$ cat src/rtl/branch_predictor_pkg.sv
// rtl/branch_predictor_pkg.sv - shared types and helpers for the BTB/RAS branch predictor
package branch_predictor_pkg;

  typedef enum logic [1:0] {
    BT_COND = 2'd0,
    BT_JUMP = 2'd1,
    BT_CALL = 2'd2,
    BT_RET  = 2'd3
  } branch_type_t;

  typedef logic [1:0] bp_cnt_t;

  // Tag is kept at full width so one struct fits every ENTRIES setting.
  typedef struct packed {
    logic         valid;
    logic [31:0]  tag;
    logic [31:0]  target;
    branch_type_t btype;
    bp_cnt_t      cnt;
  } btb_entry_t;

  function automatic bp_cnt_t cnt_step(input bp_cnt_t c, input logic up);
    if (up) return (c == 2'd3) ? c : c + 2'd1;
    return (c == 2'd0) ? c : c - 2'd1;
  endfunction

endpackage

$ cat src/rtl/branch_predictor_if.sv
// rtl/branch_predictor_if.sv - fetch lookup and MEMORY-stage resolve bundle
interface branch_predictor_if;
  import branch_predictor_pkg::*;

  logic [31:0]  fetch_pc;
  logic         fetch_predict;
  logic [31:0]  fetch_target;
  logic         mem_en;
  logic         mem_branch;
  branch_type_t mem_type;
  logic [31:0]  mem_pc;
  logic         mem_predict;
  logic [31:0]  mem_target;
  logic         mem_taken;
  logic [31:0]  mem_target_res;
  logic         mem_branch_miss;
  logic         mem_flush;

  modport master (
    output fetch_pc, mem_en, mem_branch, mem_type, mem_pc, mem_predict,
           mem_target, mem_taken, mem_target_res,
    input  fetch_predict, fetch_target, mem_branch_miss, mem_flush
  );

  modport slave (
    input  fetch_pc, mem_en, mem_branch, mem_type, mem_pc, mem_predict,
           mem_target, mem_taken, mem_target_res,
    output fetch_predict, fetch_target, mem_branch_miss, mem_flush
  );
endinterface

$ cat src/rtl/branch_predictor_ras_stack.sv
// rtl/branch_predictor_ras_stack.sv - circular return address stack, oldest slot lost on overflow
module ras_stack #(
  parameter int DEPTH = 4
) (
  input  logic        clk,
  input  logic        nrst,
  input  logic        push,
  input  logic        pop,
  input  logic [31:0] push_data,
  output logic [31:0] top,
  output logic        empty
);
  localparam int PTR_W = (DEPTH > 1) ? $clog2(DEPTH) : 1;
  localparam int CNT_W = $clog2(DEPTH + 1);

  logic [31:0]      mem_q [DEPTH];
  logic [31:0]      mem_d [DEPTH];
  logic [PTR_W-1:0] ptr_q, ptr_d;
  logic [CNT_W-1:0] cnt_q, cnt_d;
  logic [PTR_W-1:0] ptr_inc, ptr_dec;

  // ptr_q is the next free slot; the top of stack sits one slot behind it.
  assign ptr_inc = (ptr_q == PTR_W'(DEPTH - 1)) ? '0 : ptr_q + 1'b1;
  assign ptr_dec = (ptr_q == '0) ? PTR_W'(DEPTH - 1) : ptr_q - 1'b1;
  assign top     = mem_q[ptr_dec];
  assign empty   = (cnt_q == '0);

  always_comb begin
    mem_d = mem_q;
    ptr_d = ptr_q;
    cnt_d = cnt_q;
    if (push) begin
      mem_d[ptr_q] = push_data;
      ptr_d        = ptr_inc;
      if (cnt_q != CNT_W'(DEPTH)) cnt_d = cnt_q + 1'b1;
    end else if (pop && !empty) begin
      ptr_d = ptr_dec;
      cnt_d = cnt_q - 1'b1;
    end
  end

  always_ff @(posedge clk or negedge nrst) begin
    if (!nrst) begin
      for (int i = 0; i < DEPTH; i++) mem_q[i] <= '0;
      ptr_q <= '0;
      cnt_q <= '0;
    end else begin
      mem_q <= mem_d;
      ptr_q <= ptr_d;
      cnt_q <= cnt_d;
    end
  end
endmodule

$ cat src/rtl/branch_predictor.sv
// rtl/branch_predictor.sv - direct-mapped BTB with 2-bit counters and commit-time RAS
module branch_predictor
  import branch_predictor_pkg::*;
#(
  parameter int ENTRIES   = 16,
  parameter int RAS_DEPTH = 4,
  parameter int CNT_INIT  = 2,
  parameter int DYNAMIC   = 1
) (
  input logic clk,
  input logic nrst,
  branch_predictor_if.slave bp
);
  localparam int IDX_W = $clog2(ENTRIES);

  btb_entry_t       btb_q [ENTRIES];
  btb_entry_t       btb_d [ENTRIES];
  logic [IDX_W-1:0] f_idx, m_idx;
  logic [31:0]      f_tag, m_tag;
  btb_entry_t       f_ent, m_ent;
  logic             f_hit, m_hit, miss;
  logic             ras_push, ras_pop, ras_empty;
  logic [31:0]      ras_top;

  assign f_idx = IDX_W'(bp.fetch_pc >> 2);
  assign f_tag = bp.fetch_pc >> (IDX_W + 2);
  assign m_idx = IDX_W'(bp.mem_pc >> 2);
  assign m_tag = bp.mem_pc >> (IDX_W + 2);
  assign f_ent = btb_q[f_idx];
  assign m_ent = btb_q[m_idx];
  assign f_hit = f_ent.valid && (f_ent.tag == f_tag);
  assign m_hit = m_ent.valid && (m_ent.tag == m_tag);

  always_comb begin
    bp.fetch_predict = f_hit && ((f_ent.btype != BT_COND) || (DYNAMIC == 0) || f_ent.cnt[1]);
    bp.fetch_target  = '0;
    if (bp.fetch_predict)
      bp.fetch_target = (f_ent.btype == BT_RET && !ras_empty) ? ras_top : f_ent.target;
  end

  // A non-branch arriving with a prediction means fetch hit an aliased entry.
  always_comb begin
    miss = 1'b0;
    if (bp.mem_en) begin
      if (bp.mem_branch)
        miss = (bp.mem_predict != bp.mem_taken) ||
               (bp.mem_taken && (bp.mem_target != bp.mem_target_res));
      else
        miss = bp.mem_predict;
    end
  end

  assign bp.mem_branch_miss = miss;
  assign bp.mem_flush       = miss;

  always_comb begin
    btb_d = btb_q;
    if (bp.mem_en) begin
      if (bp.mem_branch) begin
        if (m_hit) begin
          btb_d[m_idx].cnt    = cnt_step(m_ent.cnt, bp.mem_taken);
          btb_d[m_idx].target = bp.mem_target_res;
          btb_d[m_idx].btype  = bp.mem_type;
        end else if (bp.mem_taken) begin
          btb_d[m_idx] = '{valid: 1'b1, tag: m_tag, target: bp.mem_target_res,
                           btype: bp.mem_type, cnt: bp_cnt_t'(CNT_INIT)};
        end
      end else if (bp.mem_predict) begin
        btb_d[m_idx].valid = 1'b0;
      end
    end
  end

  always_ff @(posedge clk or negedge nrst) begin
    if (!nrst) begin
      for (int i = 0; i < ENTRIES; i++)
        btb_q[i] <= '{valid: 1'b0, tag: '0, target: '0, btype: BT_COND,
                      cnt: bp_cnt_t'(CNT_INIT)};
    end else begin
      btb_q <= btb_d;
    end
  end

  assign ras_push = bp.mem_en && bp.mem_branch && (bp.mem_type == BT_CALL);
  assign ras_pop  = bp.mem_en && bp.mem_branch && (bp.mem_type == BT_RET);

  generate
    if (RAS_DEPTH > 0) begin : g_ras
      ras_stack #(.DEPTH(RAS_DEPTH)) u_ras (
        .clk       (clk),
        .nrst      (nrst),
        .push      (ras_push),
        .pop       (ras_pop),
        .push_data (bp.mem_pc + 32'd4),
        .top       (ras_top),
        .empty     (ras_empty)
      );
    end else begin : g_no_ras
      assign ras_top   = '0;
      assign ras_empty = 1'b1;
    end
  endgenerate
endmodule
$ cat src/flat_wrapper.sv
// flat-port wrapper written by rule: the top's interface ports become plain ports
module branch_predictor_flat import branch_predictor_pkg::*;
#(
  parameter int ENTRIES   = 16,
  parameter int RAS_DEPTH = 4,
  parameter int CNT_INIT  = 2,
  parameter int DYNAMIC   = 1
)
  (clk, nrst, bp_fetch_pc, bp_mem_en, bp_mem_branch, bp_mem_type, bp_mem_pc, bp_mem_predict, bp_mem_target, bp_mem_taken, bp_mem_target_res, bp_fetch_predict, bp_fetch_target, bp_mem_branch_miss, bp_mem_flush);
  branch_predictor_if bp_i ();
  input logic clk;
  input logic nrst;
  input wire logic [$bits(bp_i.fetch_pc)-1:0] bp_fetch_pc;
  input wire logic [$bits(bp_i.mem_en)-1:0] bp_mem_en;
  input wire logic [$bits(bp_i.mem_branch)-1:0] bp_mem_branch;
  input wire logic [$bits(bp_i.mem_type)-1:0] bp_mem_type;
  input wire logic [$bits(bp_i.mem_pc)-1:0] bp_mem_pc;
  input wire logic [$bits(bp_i.mem_predict)-1:0] bp_mem_predict;
  input wire logic [$bits(bp_i.mem_target)-1:0] bp_mem_target;
  input wire logic [$bits(bp_i.mem_taken)-1:0] bp_mem_taken;
  input wire logic [$bits(bp_i.mem_target_res)-1:0] bp_mem_target_res;
  output wire logic [$bits(bp_i.fetch_predict)-1:0] bp_fetch_predict;
  output wire logic [$bits(bp_i.fetch_target)-1:0] bp_fetch_target;
  output wire logic [$bits(bp_i.mem_branch_miss)-1:0] bp_mem_branch_miss;
  output wire logic [$bits(bp_i.mem_flush)-1:0] bp_mem_flush;
  assign bp_i.fetch_pc = bp_fetch_pc;
  assign bp_i.mem_en = bp_mem_en;
  assign bp_i.mem_branch = bp_mem_branch;
  assign bp_i.mem_type = bp_mem_type;
  assign bp_i.mem_pc = bp_mem_pc;
  assign bp_i.mem_predict = bp_mem_predict;
  assign bp_i.mem_target = bp_mem_target;
  assign bp_i.mem_taken = bp_mem_taken;
  assign bp_i.mem_target_res = bp_mem_target_res;
  assign bp_fetch_predict = bp_i.fetch_predict;
  assign bp_fetch_target = bp_i.fetch_target;
  assign bp_mem_branch_miss = bp_i.mem_branch_miss;
  assign bp_mem_flush = bp_i.mem_flush;
  branch_predictor #(.ENTRIES(ENTRIES), .RAS_DEPTH(RAS_DEPTH), .CNT_INIT(CNT_INIT), .DYNAMIC(DYNAMIC)) u_core (.clk(clk), .nrst(nrst), .bp(bp_i));
endmodule
$ cat config.mk
export PLATFORM = sky130hd
export DESIGN_NAME = branch_predictor_flat
export DESIGN_NICKNAME = d
export VERILOG_FILES = /design/src/rtl/branch_predictor_pkg.sv /design/src/rtl/branch_predictor_if.sv /design/src/rtl/branch_predictor_ras_stack.sv /design/src/rtl/branch_predictor.sv /design/src/flat_wrapper.sv
export SDC_FILE = /design/constraint.sdc
export NUM_CORES = 2
export LEC_CHECK = 0
export BUFFER_PORTS_ARGS = -buffer_cell sky130_fd_sc_hd__buf_4
export CAP_MARGIN = 0
export CORE_MARGIN = 2
export CORE_UTILIZATION = 50
export CTS_CLUSTER_SIZE = 10
export DETAILED_ROUTE_END_ITERATION = 7
export GPL_TIMING_DRIVEN = 1
export PLACE_DENSITY_LB_ADDON = 0.2
export SYNTH_ARGS = -nofsm -noshare
export SYNTH_HDL_FRONTEND = slang
export SYNTH_SLANG_ARGS = --single-unit
$ cat constraint.sdc
create_clock -name clk -period 11.4 [get_ports clk]
set_input_delay 0.57 -clock clk [delete_from_list [all_inputs] [get_ports clk]]
set_output_delay 0.57 -clock clk [all_outputs]
set_load 0.1 [all_outputs]
==> impl_metrics.py <==
metrics = {
    "cells_and_area": {
        "final_nets": 4087,
        "design_area_sq_um": 63750,
        "area_growth_pct": 10.07,
        "drive_above_1_share": 0.4603,
        "fillerInstances": 9280,
    },
    "detailed_routing": {
        "drtPass1Iterations": 7,
        "wl_per_cell_um": 30.34,
        "first_iter_violations": 3337,
        "routed_via_density": 6.417,
        "num_vias": 35400,
        "wirelength_um": 167300,
        "ant_nets": 0,
        "drcViolationCount": 0,
    },
    "worst_setup_path": {
        "cp.buffers_inverters": 4,
        "crit_path_end_kind": "output port",
        "critPathSlowestCell": "or4_1",
        "path_delay_family": "buffers and inverters",
        "start_kind": "input port",
        "r2r_end": "u_core.btb_q[1001]",
        "critical_path.cell_chain": "buf_8 > buf_4 > buf_4 > mux4_2 > mux4_2 > nor3_1 > or4_1 > or4_1 > nor2_1 > buf_4",
        "path_class": "input port to output port",
        "ff2ff_setup_slack_ns": 6.08,
        "crit_path_frequent_cell": "buf_4",
        "cpPeakStageDelay_ns": 0.96,
        "crit_required_ns": 10.83,
        "crit_start": "bp_fetch_pc[3]",
        "cp.depth": 10,
        "crit_fanout": 83,
        "endpoint": "bp_fetch_target[6]",
        "reg2reg_from": "u_core.btb_q[609]",
        "critPathArrivalTime_ns": 6.38,
        "rr_worst_depth": 11,
    },
    "synth": {
        "synth_area_sq_um": 57910,
        "synth_edf_count": 0,
        "ys_seq_area_frac": 0.4934,
        "synth_largest_area_cell": "dfrtp_1",
        "synth_nets": 4059,
        "synth_warnings": 0,
        "ys.flop_type": "dfrtp_1",
        "synth_compound_area_frac": 0.03401,
        "yosysUniqueCellTypes": 83,
        "syn_inst": 3913,
        "synth_top_family_by_area": "multiplexers",
        "post_synth.cell_area_avg_sq_um": 14.80,
        "ys_ff_latch": 1141,
        "synth_commonest_cells": "dfrtp_1, mux2_2, mux4_2, nand2_1, clkbuf_1",
        "yosysMostFrequentCell": "dfrtp_1",
        "synth_fa_ha_area_frac": 0.002636,
        "yosys-mux-area-fraction": 0.3771,
        "ys_top_cells_by_area": "dfrtp_1, mux2_2, mux4_2, mux2i_1, nand2_1",
        "synthSimpleGateAreaFrac": 0.04014,
        "synth.top_cell.area_share": 0.4861,
        "synth-xor-area-share": 0.01648,
        "async_flop_share": 1.000,
    },
    "clock_tree": {
        "path_clk_slew_ns": 0.05,
        "cts_tree": "built",
        "cts_root_buffer": "clkbuf_16",
        "numCtsBuffers": 137,
        "insertion_delay_ns": 0.76,
        "cts_buffer_depth": 3,
        "cts_setup_buffers": 0,
        "clock-sinks": 1141,
        "h-tree-depth": 4,
    },
    "timing": {
        "period_share": 0.6092,
        "grt_setup_unrepaired": "false",
        "period_minus_slack_ns": 6.945,
        "finalHoldViolCount": 0,
        "slew_violations": 0,
        "fin_setup_tns_ns": 0,
        "slew_headroom": 0.1420,
        "finalSetupViolations": 0,
        "worst_pin_slew_ns": 1.287,
        "clock.fmax_mhz": 144.0,
        "finClkSkew_ns": 0.03725,
    },
    "global_routing": {
        "grt_pass1_wl_um": 248800,
        "antenna_found_initial": 7,
        "grt_pass1_vias": 36120,
        "grt_max_degree": 179,
        "grt.total_usage": 0.2874,
        "grt_overflow": 0,
    },
    "placed_design": {
        "finalWeightedCongestion": 0.8783,
        "dpl.hpwl_um": 100500,
        "portBuffers": 168,
        "dpl_cell_area_sq_um": 59750,
    },
    "die": {
        "row_count": 124,
        "start_util": 0.5051,
        "die_area_sq_um": 118600,
        "core_sq_um": 114700,
        "dieWidth_um": 344.3,
        "die_h_um": 344.3,
        "ios": 171,
    },
    "hold_path": {
        "hold_path.class": "input port to flip-flop",
    },
    "job": {
        "cap_violations": 0,
    },
    "pwr": {
        "p_per_area_nw_per_um2": 177.6,
        "max-vdd-ir-drop_uv": 150.7,
        "leakagePower_nw": 28.78,
    },
    "status": {
        "status": "completed",
    },
}
## layer usage
metal,up-vias,GRT usage,routed length [um]
li1,14750,-,-
met1,19080,0.4113,72590
met2,1265,0.4434,78260
met3,296,0.05693,11420
met4,12,0.09493,5005
met5,-,0,79
## cells in the final DEF (no fill, tap or decap), types with 57 or more instances in the layout
cell type	instances
buf_4	226
clkbuf_16	139
dfrtp_1	1125
mux2_2	962
mux2i_1	127
mux4_2	410
nand2_1	197
nor2_1	57
o21ai_0	143
xnor2_1	78
## sequential cells by signal (all words and copies together), names as in the netlist
| register | flops |
|---|---|
| u_core.btb_q | 1008 |
| u_core.g_ras.u_ras.mem_q | 128 |
| u_core.g_ras.u_ras.cnt_q | 3 |
| u_core.g_ras.u_ras.ptr_q | 2 |
## cell families after synthesis
group,after synthesis
buf+inv,383
compound gates,296
fa+ha+maj,12
xor+xnor,109
mux,1533
flops,1141
simple gates,439
## cell type report
type | instances | area, sq um | area share
Clock inverter | 17 | 246.5 | 0.003867
Multi-Input combinational cell | 2389 | 27320 | 0.4286
Sequential cell | 1141 | 28570 | 0.4482
Clock buffer | 183 | 3734 | 0.05857
Antenna cell | 2 | 5.005 | 0.00007851
Tap cell | 1512 | 1892 | 0.02968
Timing Repair Buffer | 235 | 1837 | 0.02881
Inverter | 37 | 138.9 | 0.002179
## through the flow
step | std cells | power, mW | worst slack, ns | hold slack, ns | utilization
2_1_floorplan | 3913 | 6.634 | 5.622 | 0.2744 | -
6_report | 5516 | 11.32 | 4.455 | 0.08326 | 0.5560
4_1_cts | 5514 | 11.39 | 4.501 | 0.03795 | 0.5559
3_5_place_dp | 5313 | 7.371 | 4.499 | 0.4654 | 0.5211
5_1_grt | 5514 | 11.79 | 4.285 | 0.07496 | 0.5559
3_3_place_gp | 5313 | 7.294 | 4.662 | 0.4567 | 0.5211
## power by group
group | internal [mW] | switching [mW] | total (mW)
logic | 1.15 | 1.01 | 2.16
clock network | 2.30 | 1.71 | 4.01
registers | 4.74 | 0.403 | 5.15
## worst min-delay path by stage
stage,start,endpoint,depth (start not counted)
detailed placement,u_core.g_ras.u_ras.mem_q[116],u_core.g_ras.u_ras.mem_q[116],2
finish,bp_mem_pc[1],u_core.g_ras.u_ras.mem_q[33],2
global route,bp_mem_pc[1],u_core.g_ras.u_ras.mem_q[1],2
floorplan,nrst,u_core.btb_q[0],0
global placement,u_core.g_ras.u_ras.mem_q[29],u_core.g_ras.u_ras.mem_q[29],2
CTS,bp_mem_pc[1],u_core.g_ras.u_ras.mem_q[1],2
## what timing repair did
item | 4_1_cts | 5_1_grt
hold buffers | 1 | 0
gates resized for setup | 0 | 0
endpoints found under the hold margin | 97 | 0
Note: power is estimated with default switching activity, not from simulation.
